===== src/rtl/noc_pkg.sv =====
// Shared definitions for the 5-port XY mesh router: port indices, header
// field offsets and the dimension-ordered route decode.
package noc_pkg;

  localparam int unsigned NUM_PORTS  = 5;
  localparam int unsigned PORT_W     = 3;
  localparam int unsigned PORT_SUM_W = PORT_W + 1;
  localparam int unsigned COORD_W    = 8;

  typedef enum logic [PORT_W-1:0] {
    P_E = 3'd0,
    P_W = 3'd1,
    P_N = 3'd2,
    P_S = 3'd3,
    P_L = 3'd4
  } port_e;

  // Destination X sits in the top bits of the packet, destination Y just below.
  function automatic int unsigned hdr_dx_lsb(input int unsigned pkt_w,
                                             input int unsigned x_w);
    return pkt_w - x_w;
  endfunction

  function automatic int unsigned hdr_dy_lsb(input int unsigned pkt_w,
                                             input int unsigned x_w,
                                             input int unsigned y_w);
    return pkt_w - x_w - y_w;
  endfunction

  // X is resolved before Y; coordinates are zero-extended to COORD_W.
  function automatic port_e route_xy(input logic [COORD_W-1:0] dest_x,
                                     input logic [COORD_W-1:0] own_x,
                                     input logic [COORD_W-1:0] dest_y,
                                     input logic [COORD_W-1:0] own_y);
    if (dest_x > own_x)      return P_E;
    else if (dest_x < own_x) return P_W;
    else if (dest_y > own_y) return P_N;
    else if (dest_y < own_y) return P_S;
    else                     return P_L;
  endfunction

  // Port index addition modulo NUM_PORTS, used by the round-robin search.
  function automatic logic [PORT_W-1:0] port_add(input logic [PORT_W-1:0] a,
                                                 input logic [PORT_W-1:0] b);
    logic [PORT_SUM_W-1:0] sum;
    sum = {1'b0, a} + {1'b0, b};
    if (sum >= PORT_SUM_W'(NUM_PORTS)) begin
      sum = sum - PORT_SUM_W'(NUM_PORTS);
    end
    return sum[PORT_W-1:0];
  endfunction

endpackage


===== src/rtl/noc_fifo.sv =====
// Per-input packet FIFO. A written entry becomes readable one cycle after
// the write, which gives the router its two-edge input-to-output latency.
module noc_fifo #(
  parameter int unsigned WIDTH = 34,
  parameter int unsigned DEPTH = 4
) (
  input  logic             clk,
  input  logic             rst,
  input  logic             i_push,
  input  logic [WIDTH-1:0] i_data,
  input  logic             i_pop,
  output logic             o_full_c,
  output logic             o_valid_c,
  output logic [WIDTH-1:0] o_data_c
);

  localparam int unsigned AW = (DEPTH > 1) ? $clog2(DEPTH) : 1;
  localparam int unsigned CW = $clog2(DEPTH + 1);

  logic [WIDTH-1:0] r_mem [DEPTH];
  logic [AW-1:0]    r_wr_ptr;
  logic [AW-1:0]    r_rd_ptr;
  logic [CW-1:0]    r_count;
  logic             r_push_q;
  logic             w_push;
  logic             w_pop;

  assign w_push = i_push && !o_full_c;
  assign w_pop  = i_pop && o_valid_c;

  always_ff @(posedge clk) begin
    if (rst) begin
      r_wr_ptr <= '0;
      r_rd_ptr <= '0;
      r_count  <= '0;
      r_push_q <= 1'b0;
    end else begin
      if (w_push) r_wr_ptr <= r_wr_ptr + AW'(1);
      if (w_pop)  r_rd_ptr <= r_rd_ptr + AW'(1);
      case ({w_push, w_pop})
        2'b10:   r_count <= r_count + CW'(1);
        2'b01:   r_count <= r_count - CW'(1);
        default: r_count <= r_count;
      endcase
      r_push_q <= w_push;
    end
  end

  always_ff @(posedge clk) begin
    if (w_push) r_mem[r_wr_ptr] <= i_data;
  end

  // With more than one entry the head is never the most recent write.
  assign o_full_c  = (r_count == CW'(DEPTH));
  assign o_valid_c = (r_count > CW'(1)) || ((r_count == CW'(1)) && !r_push_q);
  assign o_data_c  = r_mem[r_rd_ptr];

endmodule


===== src/rtl/noc_router.sv =====
// Five-port XY mesh router: input FIFOs, head route decode with u-turn
// redirect to local, round-robin output arbitration and one-entry output regs.
module noc_router
  import noc_pkg::*;
#(
  parameter  int unsigned X_W        = 2,
  parameter  int unsigned Y_W        = 2,
  parameter  int unsigned PAYLOAD_W  = 30,
  parameter  int unsigned FIFO_DEPTH = 4,
  localparam int unsigned PKT_W      = X_W + Y_W + PAYLOAD_W
) (
  input  logic                                clk,
  input  logic                                rst,
  input  logic [X_W-1:0]                      my_x,
  input  logic [Y_W-1:0]                      my_y,
  input  logic [NUM_PORTS-1:0]                in_req,
  input  logic [NUM_PORTS-1:0][PKT_W-1:0]     in_pkt,
  output logic [NUM_PORTS-1:0]                in_ack,
  output logic [NUM_PORTS-1:0]                out_req,
  output logic [NUM_PORTS-1:0][PKT_W-1:0]     out_pkt,
  input  logic [NUM_PORTS-1:0]                out_ack,
  output logic                                err_uturn
);

  localparam int unsigned DX_LSB = hdr_dx_lsb(PKT_W, X_W);
  localparam int unsigned DY_LSB = hdr_dy_lsb(PKT_W, X_W, Y_W);

  logic [NUM_PORTS-1:0]                w_full;
  logic [NUM_PORTS-1:0]                w_valid;
  logic [NUM_PORTS-1:0]                w_pop;
  logic [NUM_PORTS-1:0]                w_uturn;
  logic [NUM_PORTS-1:0][PKT_W-1:0]     w_head;
  logic [NUM_PORTS-1:0][PORT_W-1:0]    w_route;
  logic [NUM_PORTS-1:0][NUM_PORTS-1:0] w_req_oh;
  logic [NUM_PORTS-1:0]                w_free;
  logic [NUM_PORTS-1:0]                w_grant_vld;
  logic [NUM_PORTS-1:0][PORT_W-1:0]    w_grant_sel;
  logic [PORT_W-1:0]                   w_cand;

  logic [NUM_PORTS-1:0]                r_out_req;
  logic [NUM_PORTS-1:0][PKT_W-1:0]     r_out_pkt;
  logic [NUM_PORTS-1:0][PORT_W-1:0]    r_rr_ptr;
  logic                                r_err_uturn;

  for (genvar g = 0; g < NUM_PORTS; g++) begin : g_in
    logic [X_W-1:0]    w_dx;
    logic [Y_W-1:0]    w_dy;
    logic [PORT_W-1:0] w_raw;

    noc_fifo #(
      .WIDTH (PKT_W),
      .DEPTH (FIFO_DEPTH)
    ) u_fifo (
      .clk       (clk),
      .rst       (rst),
      .i_push    (in_req[g]),
      .i_data    (in_pkt[g]),
      .i_pop     (w_pop[g]),
      .o_full_c  (w_full[g]),
      .o_valid_c (w_valid[g]),
      .o_data_c  (w_head[g])
    );

    // Head routing; a head that would turn back out of its own port goes local.
    always_comb begin
      w_dx       = w_head[g][DX_LSB +: X_W];
      w_dy       = w_head[g][DY_LSB +: Y_W];
      w_raw      = route_xy(COORD_W'(w_dx), COORD_W'(my_x),
                            COORD_W'(w_dy), COORD_W'(my_y));
      w_uturn[g] = (PORT_W'(g) != P_L) && (w_raw == PORT_W'(g));
      w_route[g] = w_uturn[g] ? P_L : w_raw;
      w_req_oh[g] = w_valid[g] ? (NUM_PORTS'(1) << w_route[g]) : '0;
    end
  end

  // Round-robin per output; each head requests exactly one output so it can
  // never be granted twice in a cycle.
  always_comb begin
    w_free      = '0;
    w_grant_vld = '0;
    w_grant_sel = '0;
    w_pop       = '0;
    w_cand      = '0;
    for (int unsigned o = 0; o < NUM_PORTS; o++) begin
      w_free[o] = !r_out_req[o] || out_ack[o];
      for (int unsigned k = 0; k < NUM_PORTS; k++) begin
        w_cand = port_add(r_rr_ptr[o], PORT_W'(k));
        if (w_free[o] && !w_grant_vld[o] && w_req_oh[w_cand][o]) begin
          w_grant_vld[o] = 1'b1;
          w_grant_sel[o] = w_cand;
          w_pop[w_cand]  = 1'b1;
        end
      end
    end
  end

  // Output registers hold until accepted; pointer moves past the winner.
  always_ff @(posedge clk) begin
    if (rst) begin
      r_out_req   <= '0;
      r_out_pkt   <= '0;
      r_rr_ptr    <= '0;
      r_err_uturn <= 1'b0;
    end else begin
      for (int unsigned o = 0; o < NUM_PORTS; o++) begin
        if (w_free[o]) begin
          r_out_req[o] <= w_grant_vld[o];
          if (w_grant_vld[o]) begin
            r_out_pkt[o] <= w_head[w_grant_sel[o]];
            r_rr_ptr[o]  <= port_add(w_grant_sel[o], PORT_W'(1));
          end
        end
      end
      if (|(w_uturn & w_valid)) r_err_uturn <= 1'b1;
    end
  end

  assign in_ack    = ~w_full;
  assign out_req   = r_out_req;
  assign out_pkt   = r_out_pkt;
  assign err_uturn = r_err_uturn;

endmodule


===== config.mk =====
export PLATFORM = sky130hd
export DESIGN_NAME = noc_router
export DESIGN_NICKNAME = d
export VERILOG_FILES = /design/src/rtl/noc_pkg.sv /design/src/rtl/noc_fifo.sv /design/src/rtl/noc_router.sv
export SDC_FILE = /design/constraint.sdc
export NUM_CORES = 2
export LEC_CHECK = 0
export ABC_AREA = 1
export BUFFER_PORTS_ARGS = -buffer_cell sky130_fd_sc_hd__clkbuf_2
export CORE_MARGIN = 4
export CORE_UTILIZATION = 39
export CTS_CLUSTER_DIAMETER = 80
export DETAILED_ROUTE_END_ITERATION = 8
export PLACE_DENSITY_LB_ADDON = 0.15
export SYNTH_ARGS = -nofsm -noshare
export SYNTH_HDL_FRONTEND = slang
export SYNTH_SLANG_ARGS = --single-unit

===== constraint.sdc =====
create_clock -name clk -period 10.7 [get_ports clk]
set_input_delay 1.07 -clock clk [delete_from_list [all_inputs] [get_ports clk]]
set_output_delay 1.07 -clock clk [all_outputs]
set_load 0.01 [all_outputs]

# --- Word-level counts from Yosys, hierarchy flattened ---
# Memory sizes are Yosys's and may differ from the RTL's. A register that Yosys moved wholly into a read port is not among the register bits.
# Cells that the tools add are included.
totals:
  inputBits: 186
  elab_cells: 691
  n_memories: 5
  ram_bits: 680
  reg_bits: 231
mem_list:
  columns: ["memory", "depth", "width", "read_ports", "rd_clocked_by_memory_dff", "write_ports", "line_no", "text"]
  rows:
  - ["g_in[0].u_fifo.r_mem", 4, 34, 1, 1, 1, "noc_fifo.sv:20", "logic [WIDTH-1:0] r_mem [DEPTH];"]
  - ["g_in[1].u_fifo.r_mem", 4, 34, 1, 1, 1, "noc_fifo.sv:20", null]
  - ["g_in[2].u_fifo.r_mem", 4, 34, 1, 1, 1, "noc_fifo.sv:20", null]
  - ["g_in[3].u_fifo.r_mem", 4, 34, 1, 1, 1, "noc_fifo.sv:20", null]
  - ["g_in[4].u_fifo.r_mem", 4, 34, 1, 1, 1, "noc_fifo.sv:20", null]
classes:
  n_addsub: 75
  eq_ne: 23
  n_shift: 5
  order_cmp: 110
  muxes: 269
  n_reduce_logical: 142
  bitwise_logic: 26
ops:
  columns: ["operator", "n"]
  rows:
  - ["34-bit binary-select mux with 3-bit select", 5]
  - ["5-bit binary-select mux with 3-bit select", 25]
  - ["3-bit 2-to-1 mux", 84]
  - ["5-bit 2-to-1 mux", 35]
  - ["34-bit 2-to-1 mux", 5]
  - ["3-bit by 4-bit < comparator with 1-bit output (second input constant)", 30]
  - ["5-bit OR", 24]
  - ["4-bit by 3-bit greater-or-equal comparator with 1-bit output (second input constant)", 25]
  - ["3-bit subtractor (second input constant)", 30]
  - ["1-bit logical AND", 85]
  - ["1-bit demux with 3-bit select", 25]
  - ["3-bit by 1-bit greater-or-equal comparator with 1-bit output (second input constant)", 25]
  - ["1-bit 2-to-1 mux", 65]
  - ["3-bit by 1-bit adder with 4-bit output (second input constant)", 10]
  - ["3-bit by 2-bit adder with 4-bit output (second input constant)", 10]
  - ["1-bit zero test", 35]
  - ["2-bit 2-to-1 mux", 15]
  - ["3-bit one-hot mux with 2 select lines", 5]
  - ["1-bit by 3-bit left shift with 5-bit output (first input constant)", 5]
  - ["2-bit by 1-bit adder with 2-bit output (second input constant)", 10]
  - ["3-bit by 3-bit adder with 4-bit output (second input constant)", 5]
  - ["2-bit greater-than comparator", 10]
  - ["2-bit < comparator", 10]
  - ["4-bit 2-to-1 mux", 5]
  - ["16 further kinds", 67]

# --- Longest topological paths before layout ---
logic_depth:
  depth_word: 72
  ltp_mapped: 35
  mapped_depth_nobuf: 33

# --- By module ---
# A second synthesis with hierarchy kept.
hier_totals:
  cells_unflattened: 5649
  hier_area_um2: 49105.8
modules_own_cells:
  columns: ["mod", "seq_area_each_um2", "cells_per_inst", "n_inst", "area_each_um2"]
  rows:
  - ["noc_router", 3823.7, 3642, 1, 20151.8]
  - ["noc_fifo at g_in[0].u_fifo ...", 4284.1, 399, 3, 5784.3]
  - ["noc_fifo at g_in[2].u_fifo ...", 4284.1, 405, 2, 5800.6]

# --- Least setup slack after synthesis ---
# Ideal clock, no wire load.
synth_path:
  kind: "input port to flip-flop"
  start: "in my_x[1]"
  end: "reg g_in[1].u_fifo.r_count[2]"
  path_buffers: 1
  cell_stages: 24
  setup_ns: 0.122
  arrival_ns: 3.929
  slack_ns: 6.649
  cell_sequence: "inv_1 ha_1 nand2_1 nand2_1 nand2_1 nor2_1 nand3_1 nand2_1 nand3_2 nand2_4 nand3_1 nor3_4 nand2_4 buf_6 nor2_1 nor2_1 nand3_1 nand2_1 inv_1 ha_1 nor2_1 o21ai_0 o21ai_0 a21oi_1"
synth_between:
  elab_chain_cells: 70
  word_cells_on_any_way: 227
synth_rtl:
  columns: ["element", "line_no", "text"]
  rows:
  - ["from (decl)", "noc_router.sv:14", "input logic [X_W-1:0] my_x,"]
  - ["2-bit < comparator", "noc_pkg.sv:36", "else if (dest_x < own_x) return P_W;"]
  - ["3-bit 2-to-1 mux", "noc_pkg.sv:36", null]
  - ["3-bit 2-to-1 mux", "noc_pkg.sv:35", "if (dest_x > own_x) return P_E;"]
  - ["3-bit by 1-bit equality test with 1-bit output, or another cell as far along", "noc_router.sv:70", "w_uturn[g] = (PORT_W'(g) != P_L) && (w_raw == PORT_W'(g));"]
  - ["3-bit 2-to-1 mux", "noc_router.sv:71", "w_route[g] = w_uturn[g] ? P_L : w_raw;"]
  - ["1-bit by 3-bit left shift with 5-bit output", "noc_router.sv:72", "w_req_oh[g] = w_valid[g] ? (NUM_PORTS'(1) << w_route[g]) : '0;"]
  - ["5-bit 2-to-1 mux", "noc_router.sv:72", null]
  - ["5-bit binary-select mux with 3-bit select", "noc_router.sv:88", "if (w_free[o] && !w_grant_vld[o] && w_req_oh[w_cand][o]) begin"]
  - ["(+55 left out)", null, null]
  - ["5-bit OR (no line)", null, null]
  - ["5-bit 2-to-1 mux", "noc_router.sv:88", null]
  - ["5-bit OR (no line)", null, null]
  - ["5-bit 2-to-1 mux (*)", "noc_router.sv:88", null]
  - ["1-bit logical AND (*)", "noc_fifo.sv:29", "assign w_pop = i_pop && o_valid_c;"]
  - ["via g_in[1].u_fifo.w_pop", "noc_fifo.sv:26", "logic w_pop;"]
  - ["2-bit by 1-bit equality test with 1-bit output or 2-bit equality test (tied branches)", "noc_fifo.sv:40", "case ({w_push, w_pop})"]
  - ["3-bit one-hot mux with 2 select lines or 2-bit nonzero test (tied branches)", null, null]
  - ["to (signal assigned)", "noc_fifo.sv:41", "2'b10: r_count <= r_count + CW'(1);"]
  - ["to (signal assigned)", "noc_fifo.sv:42", "2'b01: r_count <= r_count - CW'(1);"]
  - ["to (signal assigned)", "noc_fifo.sv:43", "default: r_count <= r_count;"]
  - ["to (decl)", "noc_fifo.sv:23", "logic [CW-1:0] r_count;"]
# The timed path passes the listed nets; every way through them passes the cells marked *. The select of a mux whose other input is x is not followed.
# A chain may end at the register's enable or synchronous reset.

==> flow_summary.yaml <==
run_status:
  status: "finished clean"
critical_path:
  startpoint_type: "register"
  crit_type: "reg -> reg"
  reg2regPathDepth: 26
  cp_data_arrival_time_ns: 7.74
  reg2reg_to: "r_rr_ptr[7]"
  end_kind: "register"
  rrSetupSlack_ns: 3.57
  required_ns: 11.31
  crit_fanout: 69
final_layout:
  drive_gt1_share_pct: 14.9
  area_delta_synth_final_pct: 13.3
  final_cells: 7704
  nets: 6280
  layout_commonest_cell: "nand2_1"
  final_cell_mix: "1,629 x nand2_1, 680 x edfxtp_1, 573 x nand3_1"
  register_area_um2: 25300
  multi_input_area_um2: 20300
  fill_cells: 12110
  final_area_um2: 55400
hold_path:
  holdPathStages: 2
  worstHoldEndpoint: "g_in[0].u_fifo.r_rd_ptr[1]"
  holdCritPathClass: "reg -> reg"
  min_from: "g_in[0].u_fifo.r_rd_ptr[1]"
clock_tree:
  path_clk_slew_ns: 0.06
  htreeDepth: 3
  hold_buffers: 0
  cts_sinks: 921
  numCtsBuffers: 103
  cts_root_buffer: "clkbuf_16"
  clock_latency_ns: 0.74
  clk_path_buf_depth: 3
  cts_resized: 0
  post-cts-setup-buffer-count: 0
  cts_tree: "done"
floorplanning:
  die_height_um: 362
  die_w_um: 362
  io-pin-count: 367
  core_um2: 124000
  rows: 129
  start_util_pct: 39.4
  die_area_um2: 131000
sta:
  fmax_mhz: 140
  setup_tns_ns: 0
  drv_slew: 0
  timing.final.crit_period_ns: 7.13
  worst_pin_slew_ns: 1.21
  fin_crit_sh_pct: 66.7
  rsz0062_at_grt: "false"
  relSlewSlack_pct: 19.2
  hold_viol_final: 0
  finalClockSkew_ns: 0.0491
  setup_viol: 0
flow_run:
  maxCapViolCount: 0
route:
  initialDrtViolationCount: 4726
  drc: 0
  vias_per_cell: 5.56
  ant_nets: 0
  wirelength_um: 192000
  firstDrtPassIters: 6
  vias: 42807
  post_drt_wl_per_cell_um: 24.9
synthesis:
  ys_async_sr_fraction_pct: 0
  synth_nets: 6051
  muxShareOfSynthArea_pct: 0
  synth_ff_type: "edfxtp_1"
  synthSimpleGateAreaFrac_pct: 24.6
  yosysWarnings: 0
  syn_avg_cell_area_um2: 8.51
  synth_fa_ha_area_share_pct: 3.15
  synth_cell_type_count: 57
  synth-seq-cells: 921
  ys_seq_area_share_pct: 51.6
  syn_inst: 5745
  synth_edf_count: 680
  synth_xor_area_share_pct: 0.727
  synth_compound_area_share_pct: 12.7
  synth_top_family_by_area: "simple AND/OR/NAND/NOR gates"
  syn-cell-area_um2: 48900
placed_design:
  dp.cells: 7506
  place_congestion: 1.02
  portBuffers: 366
  post_dp_cell_area_um2: 51900
  dpl.hpwl_um: 137000
grt:
  grt_pass1_wl_um: 275000
  grt_pass1_vias: 39841
  grt-ovfl-total: 0
  antenna_found_initial: 9
  grt.total_usage_pct: 28.3
  grt_max_degree: 108
[area by class of cell]
class	count	area share, %
Clock buffer	131	5.03
Inverter	510	3.47
Clock inverter	62	1.22
Antenna cell	5	0.0226
Tap cell	1637	3.70
Timing Repair Buffer	443	4.35
Multi-Input combinational cell	3995	36.6
Sequential cell	921	45.6
[sequential cells by signal, indices dropped and copies added, names as in the netlist, named ones only]
register	flops
g_in.u_fifo.r_push_q	5
g_in.u_fifo.r_rd_ptr	10
g_in.u_fifo.r_wr_ptr	10
g_in.u_fifo.r_mem	680
g_in.u_fifo.r_count	15
r_rr_ptr	15
out_req	5
out_pkt	170
err_uturn	1
[routing by layer]
layer | wire [um] | GRT usage, %
met1 | 76500 | 35.9
met2 | 90200 | 46.9
met3 | 13900 | 4.69
met4 | 11000 | 14.2
met5 | 20 | 0
[critical path, stage by stage (launching register included)]
cell     delay, ns
dfxtp_2       0.31
buf_4         0.34
inv_2         0.52
nand2_1       0.10
a32oi_1       0.53
inv_1         0.26
ha_1          0.34
nand2_1       0.08
inv_1         0.08
nand4_1       0.10
nor2_1        0.37
nand2_1       0.10
nand3_1       0.09
nand2_1       0.05
o21ai_0       0.15
nand2_1       0.24
nand4_4       0.53
nand3_2       0.87
inv_2         1.02
ha_1          0.27
nand2_1       0.06
nand3_1       0.15
nand2_1       0.08
nand2_1       0.09
nand3_1       0.07
nand2_1       0.08
inv_1         0.03
[cells in the mapped netlist, types with 4 or more instances]
library cell | count | share of area (%)
o211ai_1 | 5 | 0.077
o21ai_1 | 43 | 0.44
buf_2 | 68 | 0.70
inv_2 | 54 | 0.41
nand2_1 | 1632 | 13
o21ai_2 | 6 | 0.11
nand2_2 | 34 | 0.44
nand3b_1 | 9 | 0.14
nand3_2 | 23 | 0.47
xor2_2 | 4 | 0.13
or2_2 | 91 | 1.2
buf_4 | 27 | 0.41
xor2_1 | 29 | 0.52
fa_1 | 5 | 0.20
inv_1 | 451 | 3.5
edfxtp_1 | 680 | 42
nor3_1 | 11 | 0.11
ha_1 | 115 | 2.9
clkbuf_1 | 176 | 1.4
a31oi_1 | 35 | 0.45
a21oi_1 | 477 | 4.9
nand3_1 | 574 | 5.9
o21ai_0 | 339 | 3.5
a32oi_1 | 168 | 3.0
buf_6 | 27 | 0.62
nor2_2 | 17 | 0.22
nor2_1 | 269 | 2.1
nor2_4 | 15 | 0.35
nand4_1 | 54 | 0.69
dfxtp_1 | 241 | 9.9
buf_1 | 17 | 0.13
nand2_4 | 9 | 0.21
[cell families after synthesis]
logic type,Yosys count
fa+ha+maj,120
flops,921
buf+inv,829
compound gates,1086
xor+xnor,35
simple gates,2754
[through the flow]
step	setup slack (ns)	utilization, %	hold slack, ns
floorplan	6.65	-	0.465
global placement	3.87	41.8	0.496
detailed placement	3.78	41.8	0.491
CTS	3.73	44.6	0.504
global route	3.07	44.6	0.536
finish	3.57	44.6	0.501
[worst max-delay path by stage]
| stage | to | cells past startpoint |
|---|---|---|
| after detailed placement | r_rr_ptr[7] | 27 |
| after CTS | r_rr_ptr[7] | 27 |
| after floorplan | g_in[1].u_fifo.r_count[2] | 24 |
| after global routing | r_rr_ptr[7] | 27 |
| final | r_rr_ptr[7] | 26 |
| after global placement | r_rr_ptr[7] | 27 |
Power is not shown: default switching activity piles up to over one toggle a cycle in this logic, so the estimate is an artifact.
